$ cat src/rtl/board_renderer_pkg.sv
// rtl/board_renderer_pkg.sv - shared types, latency and overlay colours for the board renderer
// Contents: LAT (DrawX/DrawY to pixel latency), rgb12 colour struct, sq_t square index,
//           CURSOR_RGB / SEL_RGB overlay colours, sel_blend() half-sum tint helper.
package board_render_pkg;

  localparam int LAT = 3;

  typedef logic [2:0] sq_t;

  typedef struct packed {
    logic [3:0] r;
    logic [3:0] g;
    logic [3:0] b;
  } rgb12;

  localparam rgb12 CURSOR_RGB = 12'h0FF;
  localparam rgb12 SEL_RGB    = 12'h111;

  // (a+b)>>1 with a 5-bit intermediate so the sum never wraps.
  function automatic logic [3:0] half_sum(input logic [3:0] a, input logic [3:0] b);
    logic [4:0] s;
    s = {1'b0, a} + {1'b0, b};
    return s[4:1];
  endfunction

  function automatic rgb12 sel_blend(input rgb12 base);
    rgb12 o;
    o.r = half_sum(base.r, SEL_RGB.r);
    o.g = half_sum(base.g, SEL_RGB.g);
    o.b = half_sum(base.b, SEL_RGB.b);
    return o;
  endfunction

endpackage

$ cat src/rtl/board_renderer_if.sv
// rtl/board_renderer_if.sv - texture ROM port between the renderer and an external synchronous ROM
// Signals: rom_addr (ROM_AW, renderer -> ROM), rom_q (4-bit palette index, ROM -> renderer,
//          valid one clock after rom_addr). master = renderer side, slave = ROM side.
interface board_renderer_if #(
  parameter int ROM_AW = 16
);
  logic [ROM_AW-1:0] rom_addr;
  logic [3:0]        rom_q;

  modport master (output rom_addr, input rom_q);
  modport slave  (input rom_addr, output rom_q);
endinterface

$ cat src/rtl/board_palette.sv
// rtl/board_palette.sv - combinational 16-entry palette lookup for board texels
// Ports: idx (4-bit palette index in), rgb (rgb12 colour out).
module board_palette
  import board_render_pkg::*;
(
  input  logic [3:0] idx,
  output rgb12       rgb
);

  always_comb begin
    rgb = 12'h000;
    case (idx)
      4'd0:  rgb = 12'h000;
      4'd1:  rgb = 12'hFFF;
      4'd2:  rgb = 12'hEDB;  // light square
      4'd3:  rgb = 12'h853;  // dark square
      4'd4:  rgb = 12'h420;
      4'd5:  rgb = 12'hF08;
      4'd6:  rgb = 12'h0F0;
      4'd7:  rgb = 12'h00F;
      4'd8:  rgb = 12'hF00;
      4'd9:  rgb = 12'hFF0;
      4'd10: rgb = 12'hA5A;
      4'd11: rgb = 12'hF0F;
      4'd12: rgb = 12'h888;
      4'd13: rgb = 12'h444;
      4'd14: rgb = 12'hCCC;
      4'd15: rgb = 12'h222;
      default: rgb = 12'h000;
    endcase
  end

endmodule

$ cat src/rtl/board_renderer.sv
// rtl/board_renderer.sv - pipelined scaled board-texture renderer with cursor and selection overlays
// Ports: vga_clk/Reset (sync active-high); DrawX/DrawY scan position; cursor_col/row,
//        sel_valid/sel_col/sel_row overlay controls; rom (texture ROM port, master);
//        red/green/blue, boardon, sq_col/sq_row pixel outputs, LAT cycles after DrawX/DrawY.
module board_renderer
  import board_render_pkg::*;
#(
  parameter int BOARD_X0     = 80,
  parameter int BOARD_Y0     = 0,
  parameter int TEX_W        = 240,
  parameter int TEX_H        = 240,
  parameter int SCALE        = 2,
  parameter int N_SQ         = 8,
  parameter int OUTLINE      = 2,
  parameter int BLINK_FRAMES = 30,
  parameter int ROM_AW       = $clog2(TEX_W*TEX_H)
) (
  input  logic             vga_clk,
  input  logic             Reset,
  input  logic [9:0]       DrawX,
  input  logic [9:0]       DrawY,
  input  sq_t              cursor_col,
  input  sq_t              cursor_row,
  input  logic             sel_valid,
  input  sq_t              sel_col,
  input  sq_t              sel_row,
  board_renderer_if.master rom,
  output logic [3:0]       red,
  output logic [3:0]       green,
  output logic [3:0]       blue,
  output logic             boardon,
  output sq_t              sq_col,
  output sq_t              sq_row
);

  localparam int BOARD_W  = TEX_W * SCALE;
  localparam int BOARD_H  = TEX_H * SCALE;
  localparam int SQ_PIX   = BOARD_W / N_SQ;
  localparam int SQ_PIX_Y = BOARD_H / N_SQ;
  localparam int FCW      = (BLINK_FRAMES > 1) ? $clog2(BLINK_FRAMES) : 1;

  localparam logic [10:0]    X_BEG    = 11'(BOARD_X0);
  localparam logic [10:0]    Y_BEG    = 11'(BOARD_Y0);
  localparam logic [10:0]    W_LEN    = 11'(BOARD_W);
  localparam logic [10:0]    H_LEN    = 11'(BOARD_H);
  localparam logic [2:0]     SUB_LAST = 3'(SCALE - 1);
  localparam logic [9:0]     PXX_LAST = 10'(SQ_PIX - 1);
  localparam logic [9:0]     PXY_LAST = 10'(SQ_PIX_Y - 1);
  localparam logic [9:0]     OUT_LO   = 10'(OUTLINE);
  localparam logic [9:0]     OUT_HI_X = 10'(SQ_PIX - OUTLINE);
  localparam logic [9:0]     OUT_HI_Y = 10'(SQ_PIX_Y - OUTLINE);
  localparam logic [FCW-1:0] FC_LAST  = FCW'(BLINK_FRAMES - 1);
  localparam logic [ROM_AW-1:0] ROW_STEP = ROM_AW'(TEX_W);

  // Range test as a single unsigned compare: positions left of / above the
  // board wrap to large 11-bit values and fall outside the length.
  logic [10:0] rel_x, rel_y;
  logic        in_x, in_y;
  assign rel_x = {1'b0, DrawX} - X_BEG;
  assign rel_y = {1'b0, DrawY} - Y_BEG;
  assign in_x  = rel_x < W_LEN;
  assign in_y  = rel_y < H_LEN;

  // Stage 1 state: scan counters (they double as stage-1 sideband).
  logic [2:0]        sub_x, sub_x_n, sub_y, sub_y_n;
  logic [9:0]        tex_x, tex_x_n, tex_y, tex_y_n;
  logic [9:0]        px_sq_x, px_sq_x_n, px_sq_y, px_sq_y_n;
  sq_t               col, col_n, row, row_n;
  logic [ROM_AW-1:0] row_base, row_base_n, addr_n;
  logic              rows_valid, rows_valid_n;
  logic [FCW-1:0]    frame_cnt, frame_cnt_n;
  logic              blink_on, blink_on_n;
  logic              hit_s1;

  always_comb begin
    sub_x_n   = sub_x;
    tex_x_n   = tex_x;
    px_sq_x_n = px_sq_x;
    col_n     = col;
    if (DrawX == 10'(BOARD_X0)) begin
      sub_x_n   = '0;
      tex_x_n   = '0;
      px_sq_x_n = '0;
      col_n     = '0;
    end else if (in_x) begin
      if (sub_x == SUB_LAST) begin
        sub_x_n = '0;
        tex_x_n = tex_x + 10'd1;
      end else begin
        sub_x_n = sub_x + 3'd1;
      end
      if (px_sq_x == PXX_LAST) begin
        px_sq_x_n = '0;
        col_n     = col + 3'd1;
      end else begin
        px_sq_x_n = px_sq_x + 10'd1;
      end
    end
  end

  // Row counters only move at the start of a line; outside the board rows
  // they freeze until the next BOARD_Y0 reload.
  always_comb begin
    sub_y_n      = sub_y;
    tex_y_n      = tex_y;
    row_base_n   = row_base;
    px_sq_y_n    = px_sq_y;
    row_n        = row;
    rows_valid_n = rows_valid;
    if (DrawX == 10'd0) begin
      if (DrawY == 10'(BOARD_Y0)) begin
        sub_y_n      = '0;
        tex_y_n      = '0;
        row_base_n   = '0;
        px_sq_y_n    = '0;
        row_n        = '0;
        rows_valid_n = 1'b1;
      end else if (in_y && ({1'b0, DrawY} > Y_BEG)) begin
        if (sub_y == SUB_LAST) begin
          sub_y_n    = '0;
          tex_y_n    = tex_y + 10'd1;
          row_base_n = row_base + ROW_STEP;
        end else begin
          sub_y_n = sub_y + 3'd1;
        end
        if (px_sq_y == PXY_LAST) begin
          px_sq_y_n = '0;
          row_n     = row + 3'd1;
        end else begin
          px_sq_y_n = px_sq_y + 10'd1;
        end
      end
    end
  end

  always_comb begin
    frame_cnt_n = frame_cnt;
    blink_on_n  = blink_on;
    if (DrawX == 10'd0 && DrawY == 10'd0) begin
      if (frame_cnt == FC_LAST) begin
        frame_cnt_n = '0;
        blink_on_n  = ~blink_on;
      end else begin
        frame_cnt_n = frame_cnt + 1'b1;
      end
    end
  end

  assign addr_n = (in_x && in_y) ? (row_base_n + ROM_AW'(tex_x_n)) : '0;

  always_ff @(posedge vga_clk) begin
    if (Reset) begin
      sub_x        <= '0;
      tex_x        <= '0;
      px_sq_x      <= '0;
      col          <= '0;
      sub_y        <= '0;
      tex_y        <= '0;
      row_base     <= '0;
      px_sq_y      <= '0;
      row          <= '0;
      rows_valid   <= 1'b0;
      frame_cnt    <= '0;
      blink_on     <= 1'b1;
      hit_s1       <= 1'b0;
      rom.rom_addr <= '0;
    end else begin
      sub_x        <= sub_x_n;
      tex_x        <= tex_x_n;
      px_sq_x      <= px_sq_x_n;
      col          <= col_n;
      sub_y        <= sub_y_n;
      tex_y        <= tex_y_n;
      row_base     <= row_base_n;
      px_sq_y      <= px_sq_y_n;
      row          <= row_n;
      rows_valid   <= rows_valid_n;
      frame_cnt    <= frame_cnt_n;
      blink_on     <= blink_on_n;
      hit_s1       <= in_x && in_y && rows_valid_n;
      rom.rom_addr <= addr_n;
    end
  end

  // Stage 2: sideband delayed one clock to line up with rom_q.
  logic       hit_s2, blink_s2;
  sq_t        col_s2, row_s2;
  logic [9:0] pxx_s2, pxy_s2;

  always_ff @(posedge vga_clk) begin
    if (Reset) begin
      hit_s2   <= 1'b0;
      blink_s2 <= 1'b1;
      col_s2   <= '0;
      row_s2   <= '0;
      pxx_s2   <= '0;
      pxy_s2   <= '0;
    end else begin
      hit_s2   <= hit_s1;
      blink_s2 <= blink_on;
      col_s2   <= col;
      row_s2   <= row;
      pxx_s2   <= px_sq_x;
      pxy_s2   <= px_sq_y;
    end
  end

  rgb12 base_rgb, pix_n;
  logic on_edge;

  board_palette u_palette (
    .idx (rom.rom_q),
    .rgb (base_rgb)
  );

  assign on_edge = (pxx_s2 < OUT_LO) || (pxx_s2 >= OUT_HI_X) ||
                   (pxy_s2 < OUT_LO) || (pxy_s2 >= OUT_HI_Y);

  // Cursor outline wins over the selection tint.
  always_comb begin
    pix_n = base_rgb;
    if (blink_s2 && on_edge && col_s2 == cursor_col && row_s2 == cursor_row) begin
      pix_n = CURSOR_RGB;
    end else if (sel_valid && col_s2 == sel_col && row_s2 == sel_row) begin
      pix_n = sel_blend(base_rgb);
    end
    if (!hit_s2) begin
      pix_n = 12'h000;
    end
  end

  // Stage 3: output registers.
  always_ff @(posedge vga_clk) begin
    if (Reset) begin
      red     <= '0;
      green   <= '0;
      blue    <= '0;
      boardon <= 1'b0;
      sq_col  <= '0;
      sq_row  <= '0;
    end else begin
      red     <= pix_n.r;
      green   <= pix_n.g;
      blue    <= pix_n.b;
      boardon <= hit_s2;
      sq_col  <= hit_s2 ? col_s2 : '0;
      sq_row  <= hit_s2 ? row_s2 : '0;
    end
  end

endmodule

$ cat src/flat_wrapper.sv
// flat-port wrapper written by rule: the top's interface ports become plain ports
module board_renderer_flat import board_render_pkg::*;
#(
  parameter int BOARD_X0     = 80,
  parameter int BOARD_Y0     = 0,
  parameter int TEX_W        = 240,
  parameter int TEX_H        = 240,
  parameter int SCALE        = 2,
  parameter int N_SQ         = 8,
  parameter int OUTLINE      = 2,
  parameter int BLINK_FRAMES = 30,
  parameter int ROM_AW       = $clog2(TEX_W*TEX_H)
)
  (vga_clk, Reset, DrawX, DrawY, cursor_col, cursor_row, sel_valid, sel_col, sel_row, red, green, blue, boardon, sq_col, sq_row, rom_rom_addr, rom_rom_q);
  board_renderer_if #(.ROM_AW(ROM_AW)) rom_i ();
  input  logic vga_clk;
  input  logic Reset;
  input  logic [9:0] DrawX;
  input  logic [9:0] DrawY;
  input  sq_t cursor_col;
  input  sq_t cursor_row;
  input  logic sel_valid;
  input  sq_t sel_col;
  input  sq_t sel_row;
  output logic [3:0] red;
  output logic [3:0] green;
  output logic [3:0] blue;
  output logic boardon;
  output sq_t sq_col;
  output sq_t sq_row;
  output wire logic [$bits(rom_i.rom_addr)-1:0] rom_rom_addr;
  input wire logic [$bits(rom_i.rom_q)-1:0] rom_rom_q;
  assign rom_rom_addr = rom_i.rom_addr;
  assign rom_i.rom_q = rom_rom_q;
  board_renderer #(.BOARD_X0(BOARD_X0), .BOARD_Y0(BOARD_Y0), .TEX_W(TEX_W), .TEX_H(TEX_H), .SCALE(SCALE), .N_SQ(N_SQ), .OUTLINE(OUTLINE), .BLINK_FRAMES(BLINK_FRAMES), .ROM_AW(ROM_AW)) u_core (.vga_clk(vga_clk), .Reset(Reset), .DrawX(DrawX), .DrawY(DrawY), .cursor_col(cursor_col), .cursor_row(cursor_row), .sel_valid(sel_valid), .sel_col(sel_col), .sel_row(sel_row), .rom(rom_i), .red(red), .green(green), .blue(blue), .boardon(boardon), .sq_col(sq_col), .sq_row(sq_row));
endmodule
$ cat config.mk
export PLATFORM = sky130hd
export DESIGN_NAME = board_renderer_flat
export DESIGN_NICKNAME = d
export VERILOG_FILES = /design/src/rtl/board_renderer_pkg.sv /design/src/rtl/board_renderer_if.sv /design/src/rtl/board_palette.sv /design/src/rtl/board_renderer.sv /design/src/flat_wrapper.sv
export SDC_FILE = /design/constraint.sdc
export NUM_CORES = 1
export LEC_CHECK = 0
export BUFFER_PORTS_ARGS = -buffer_cell sky130_fd_sc_hd__buf_2
export CORE_AREA = 8 8 117 119
export CTS_CLUSTER_DIAMETER = 100
export DETAILED_ROUTE_END_ITERATION = 7
export DIE_AREA = 0 0 125 127
export HOLD_SLACK_MARGIN = 0.06
export PLACE_DENSITY = 0.7
export SYNTH_ARGS = -nofsm -noshare
export SYNTH_HDL_FRONTEND = slang
export SYNTH_SLANG_ARGS = --single-unit
$ cat constraint.sdc
create_clock -name vga_clk -period 10.52 [get_ports vga_clk]
set_input_delay 0.526 -clock vga_clk [delete_from_list [all_inputs] [get_ports vga_clk]]
set_output_delay 0.526 -clock vga_clk [all_outputs]
set_load 0.02 [all_outputs]
### After elaboration in Yosys (flattened, before gate mapping)

Memory sizes are Yosys's and may differ from the RTL's.
Index checks and enable logic that the tools add are counted.

| word-level totals | value |
|---|---|
| memories kept | 1 |
| ROM bits | 192 |
| input bits | 39 |
| register bits | 129 |

Memory list:

| memory | depth | width | read ports | clocked after Yosys merged registers in | wr ports | RTL line | text |
|---|---|---|---|---|---|---|---|
| (name not given) | 16 | 12 | 1 | 0 | 0 | board_palette.sv:12 | `case (idx)` |

| cells by class | value |
|---|---|
| mux-type cells | 23 |
| reductions and logical operators | 24 |
| equality and inequality tests | 10 |
| $lt $le $gt $ge | 7 |
| add/subtract/negate cells | 14 |
| bitwise logic cells | 3 |

Operators with widths:

| kind | count |
|---|---|
| $mux 10 | 7 |
| $mux 16 | 4 |
| $add 10x1->10 const B | 3 |
| $mux 3 | 7 |
| $eq 10x6->1 const B | 2 |
| $ge 10x6->1 const B | 2 |
| $logic_not 10->1 | 2 |
| $lt 10x2->1 const B | 2 |
| $add 16x10->16 | 1 |
| $add 16x8->16 const B | 1 |
| $add 4x1->5 const B | 3 |
| $add 3x1->3 const B | 4 |
| $eq 3x3->1 | 4 |
| $mux 12 | 1 |
| $lt 11x9->1 const B | 1 |
| $sub 10x7->11 const B | 1 |
| $eq 10x7->1 const B | 1 |
| $gt 10x1->1 const B | 1 |
| $lt 10x9->1 const B | 1 |
| $logic_and 1x1->1 | 9 |
| $mux 8 | 1 |
| $eq 3x1->1 const B | 2 |
| $reduce_and 2->1 | 3 |
| $reduce_or 2->1 | 3 |
| other kinds (9) | 15 |

### Depth between registers and ports, before layout

| depth | value |
|---|---|
| depth in word-level cells | 8 |
| depth in mapped cells | 19 |

### By module

Synthesis repeated with hierarchy kept, for this count alone.

| second synthesis, totals | value |
|---|---|
| cell total of the unflattened synthesis | 719 |
| area total of the unflattened synthesis | 6282.3 um2 |

Modules (own cells, without submodules):

| module | area an instance (um2) | cells each | times used |
|---|---|---|---|
| board_renderer | 5949.5 | 666 | 1 |
| board_palette | 332.8 | 53 | 1 |

### Worst setup path after synthesis

OpenSTA, ideal clock, no wires.

| path | value |
|---|---|
| kind | input-to-reg |
| start point | input port DrawX[4] |
| end point | register u_core.rom.rom_addr[14] |
| slack | 6.338 ns |
| setup time | 0.121 ns |
| data required time | 10.399 ns |
| data arrival time | 4.061 ns |
| cell stages on the path | 19 |
| cells stage by stage | inv_1 > ha_1 > and2_1 > a21oi_1 > o311ai_0 > a311oi_1 > clkbuf_1 > xnor2_1 > nor2_1 > ha_1 > inv_1 > fa_1 > nor2b_1 > o21a_1 > o31ai_1 > a211oi_1 > nor2_1 > nor3_1 > mux2_2 |

| on the way | value |
|---|---|
| longest elaborated chain between the ends | 5 |
| elaborated cells on any way between the ends | 11 |

Ends and longest elaborated chain:

| item | RTL line | text |
|---|---|---|
| start: declaration | flat_wrapper.sv:18 | `input logic [9:0] DrawX;` |
| $sub 10x7->11 | board_renderer.sv:59 | `assign rel_x = {1'b0, DrawX} - X_BEG;` |
| $lt 11x9->1 | board_renderer.sv:61 | `assign in_x = rel_x < W_LEN;` |
| $mux 10 | board_renderer.sv:85 | `end else if (in_x) begin` |
| $mux 10 (*) | board_renderer.sv:80 | `if (DrawX == 10'(BOARD_X0)) begin` |
| net u_core.tex_x_n[0] | board_renderer.sv:66 | `logic [9:0] tex_x, tex_x_n, tex_y, tex_y_n;` |
| $add 16x10->16 (*) | board_renderer.sv:149 | `assign addr_n = (in_x && in_y) ? (row_base_n + ROM_AW'(tex_x_n)) : '0;` |
| end signal: assignment | board_renderer.sv:181 | `rom.rom_addr <= addr_n;` |
| end: declaration | board_renderer_if.sv:10 | `modport master (output rom_addr, input rom_q);` |

The timed path passes the listed nets; every way through them passes the cells marked *.
A chain may end at the register's enable or synchronous reset.

### Final worst setup path

| path | value |
|---|---|
| start point | input port DrawX[4] |
| end point | register u_core.rom.rom_addr[14] |

| on the way | value |
|---|---|
| longest elaborated chain between the ends | 5 |
| elaborated cells on any way between the ends | 11 |

Ends and longest elaborated chain:

| item | RTL line |
|---|---|
| $sub 10x7->11 | board_renderer.sv:59 |
| $lt 11x9->1 | board_renderer.sv:61 |
| $mux 10 / $logic_and 1x1->1 (equally long branches) | board_renderer.sv:85, board_renderer.sv:149 |
| $mux 10 / $not 1->1 (equally long branches) | n/a |
| $add 16x10->16 / $reduce_or 2->1 (equally long branches) | n/a |

Several ways; a longest one is shown, not always the timed one.

==> impl_metrics.py <==
metrics = {
    "outcome": {
        "status": "complete, no violations",
    },
    "routing": {
        "firstDrtPassIters": 7,
        "wl_um": 13590,
        "viasPerCell": 5.394,
        "postRouteAntennaNets": 0,
        "dr.first_iter.drc_count": 297,
        "dr_total_vias": 5151,
        "routedWlPerCell_um": 14.23,
        "drc": 0,
    },
    "worst_hold_path": {
        "hold_class": "flop to flop",
    },
    "timing": {
        "tightest_slew_ns": 0.9565,
        "fin_skew_ns": 0.008290,
        "setup_viol": 0,
        "slew_headroom_pct": 36.23,
        "period_share_pct": 41.79,
        "rsz0062_at_grt": "false",
        "post-route-worst-setup-slack_ns": 6.123,
        "final.min_clock_period_ns": 4.397,
        "slew_viol_final": 0,
        "fin_tns_setup_ns": 0,
        "fmax_ghz": 0.2274,
        "hold_viol": 0,
    },
    "yosys": {
        "synth_warnings": 0,
        "syn_area_um2": 6141,
        "seq_area_frac_synth_pct": 41.40,
        "syn_area_per_cell_um2": 8.494,
        "synth-compound-area-share_pct": 10.45,
        "synth_fp_nets": 792,
        "ys_types": 57,
        "synthSimpleGateAreaFrac_pct": 28.55,
        "synth_edf_count": 0,
        "synth-async-reset-ratio_pct": 0,
        "synth_xor_xnor_area_share_pct": 8.272,
        "synth.mux.area_fraction_pct": 2.323,
        "ys.flop_type": "dfxtp_1",
        "syn_inst": 723,
        "yosys.area_share.adder_pct": 6.235,
        "ys_ff_latch": 127,
        "synth_top_family_by_area": "simple AND/OR/NAND/NOR gates",
    },
    "clocking": {
        "clk_root_buffer_cell": "clkbuf_16",
        "ctsHoldBuffers": 0,
        "cts_inserted_buffers": 17,
        "cts.clk_slew.worst_paths_ns": 0.05,
        "cts_resized": 0,
        "cts_sinks": 127,
        "clock_latency_ns": 0.41,
        "clock_path_buffers": 2,
        "h-tree-depth": 4,
        "cts_setup_buffers": 0,
        "cts_tree": "done",
    },
    "setup_path": {
        "cp-end-kind": "flop",
        "start_kind": "input pin",
        "arrival_ns": 4.69,
        "critPathMaxFanout": 14,
        "critPathKind": "input pin to flop",
        "cp_data_required_time_ns": 10.81,
    },
    "floorplanning": {
        "core_um2": 11810,
        "fp.dieH_um": 127,
        "rows": 40,
        "start_util_pct": 51.99,
        "io_pins": 74,
        "die_area_um2": 15880,
        "fp.dieW_um": 125,
    },
    "placed_design": {
        "dp_hpwl_um": 9963,
        "io_buffers": 73,
        "place.gp.congestion": 0.8831,
        "pre_cts_ws_ns": 5.741,
    },
    "pwr": {
        "total_leakage_power_nw": 3.026,
        "p_clk_share_pct": 52.3,
        "p_sw_share_pct": 22.04,
        "p_switching_mw": 0.2526,
        "combPwrFrac_pct": 5.3,
        "cellPowerDensity_nw_per_um2": 158.0,
        "ir_worst_vdd_v": 0.00009711,
        "intPower_mw": 0.8934,
        "p_seq_share_pct": 42.4,
    },
    "global_routing": {
        "grt_pass1_vias": 5079,
        "grt_max_degree": 54,
        "grt_overflow": 0,
        "grt_pass1_wl_um": 22710,
        "antenna_found_initial": 0,
        "grtUsageTotal_pct": 17.12,
    },
    "layout": {
        "syn_to_final_growth_pct": 18.11,
        "nNetsFinal": 864,
        "insertedDiodeCount": 0,
        "drive_gt1_share_pct": 15.72,
    },
    "run": {
        "max-cap-violations": 0,
    },
}
[path summary, 6_finish.rpt]
check | start | to | slack (ns) | cells past startpoint
setup / recovery | DrawX[4] | u_core.rom.rom_addr[14] | 6.12 | 17
hold / removal | u_core.rows_valid | u_core.rows_valid | 0.45 | 2
setup reg to reg | u_core.sub_x[1] | u_core.rom.rom_addr[14] | 6.57 | 12
hold reg to reg | u_core.rows_valid | u_core.rows_valid | 0.45 | 2
[stage by stage]
stage	instances	hold WS, ns	util, %	total power [mW]	area (um2)
6_report	955	0.4519	61.41	1.146	7253
5_1_grt	955	0.4733	61.41	1.186	7253
4_1_cts	955	0.4534	61.41	1.154	7253
3_5_place_dp	923	0.4381	56.20	0.5567	6638
3_3_place_gp	923	0.4352	56.20	0.5540	6638
2_1_floorplan	723	0.4138	-	0.5362	6141
[power groups by stage]
stage	clock network, mW	registers [mW]	logic [mW]
after global placement	0	0.496	0.0582
final	0.599	0.486	0.0613
after floorplan	0	0.495	0.0407
after detailed placement	0	0.496	0.0607
after CTS	0.608	0.486	0.0613
after global routing	0.632	0.486	0.0680
[cells in the final DEF (no fill, tap or decap), types with 22 or more instances in the layout]
cell type and count:
dfxtp_1 127, nor2_1 108, buf_2 73, nand2_1 66
xor2_1 38, nor2b_1 36, a21oi_1 34, ha_1 29
inv_1 22
[kinds of logic after synthesis]
logic type	Yosys count
flops	127
xor+xnor	58
compound gates	100
fa+ha+maj	30
mux	14
buf+inv	45
simple gates	349
[sequential cells by signal, summed over array words and instances (netlist names), 4 cells and up]
| name | flops |
|---|---|
| u_core.blue | 4 |
| u_core.frame_cnt | 5 |
| u_core.green | 4 |
| u_core.px_sq_x | 10 |
| u_core.px_sq_y | 10 |
| u_core.pxx_s2 | 9 |
| u_core.pxy_s2 | 9 |
| u_core.red | 4 |
| u_core.rom.rom_addr | 16 |
| u_core.row_base | 16 |
| u_core.tex_x | 10 |
[final cells by class]
type / count / area, um2
fillers: 1009 / 4558
multi-input cells: 551 / 3441
flip-flops and latches: 127 / 2542
clock buffers: 20 / 456.7
clock inverters: 12 / 158.9
inverters: 22 / 82.58
well taps: 147 / 183.9
repair buffers: 76 / 387.9
[worst max-delay path, stage by stage]
cell      delay, ns
buf_2          0.11
inv_1          0.06
ha_1           0.22
and2_1         0.14
a21oi_1        0.18
o311ai_0       0.21
a311oi_2       0.87
mux2i_1        0.21
or2_2          0.35
fa_1           0.42
nor2b_1        0.16
o21a_1         0.16
o31ai_1        0.11
a211oi_1       0.32
nor2_1         0.13
nor3_1         0.17
mux2_2         0.35
[cell usage after synthesis (3+ instances only)]
cell       number  area share, %
a211oi_1        5           0.61
a21boi_0        3           0.37
a21oi_1        34            2.8
and2_1         16            1.6
and3_1          7           0.71
clkbuf_1       21            1.3
dfxtp_1       127             41
ha_1           29            5.9
inv_1          22            1.3
mux2i_1        12            2.0
nand2_1        66            4.0
nand2b_1        7           0.71
nand3_1        21            1.7
nand4_1        19            1.9
nor2_1        108            6.6
nor2b_1        36            3.7
nor3_1         21            1.7
nor3b_1         4           0.49
nor4_1         10            1.0
o2111ai_1       5           0.71
o211ai_1        4           0.49
o21a_1          6           0.73
o21ai_0        17            1.4
o31ai_1         5           0.61
or2_2          10            1.0
or3_1           6           0.61
or4_1           5           0.61
xnor2_1        20            2.9
xor2_1         38            5.4
[metal layers]
metal  track usage, %  vias to the layer above  routed length [um]
met2            29.43                      127                6428
met1            19.69                     2372                6259
li1                 -                     2634                   -
met4            6.948                        0                 222
met3            4.950                       18                 684
met5                0                        -                   0
Power figures use the tool's default switching activity.
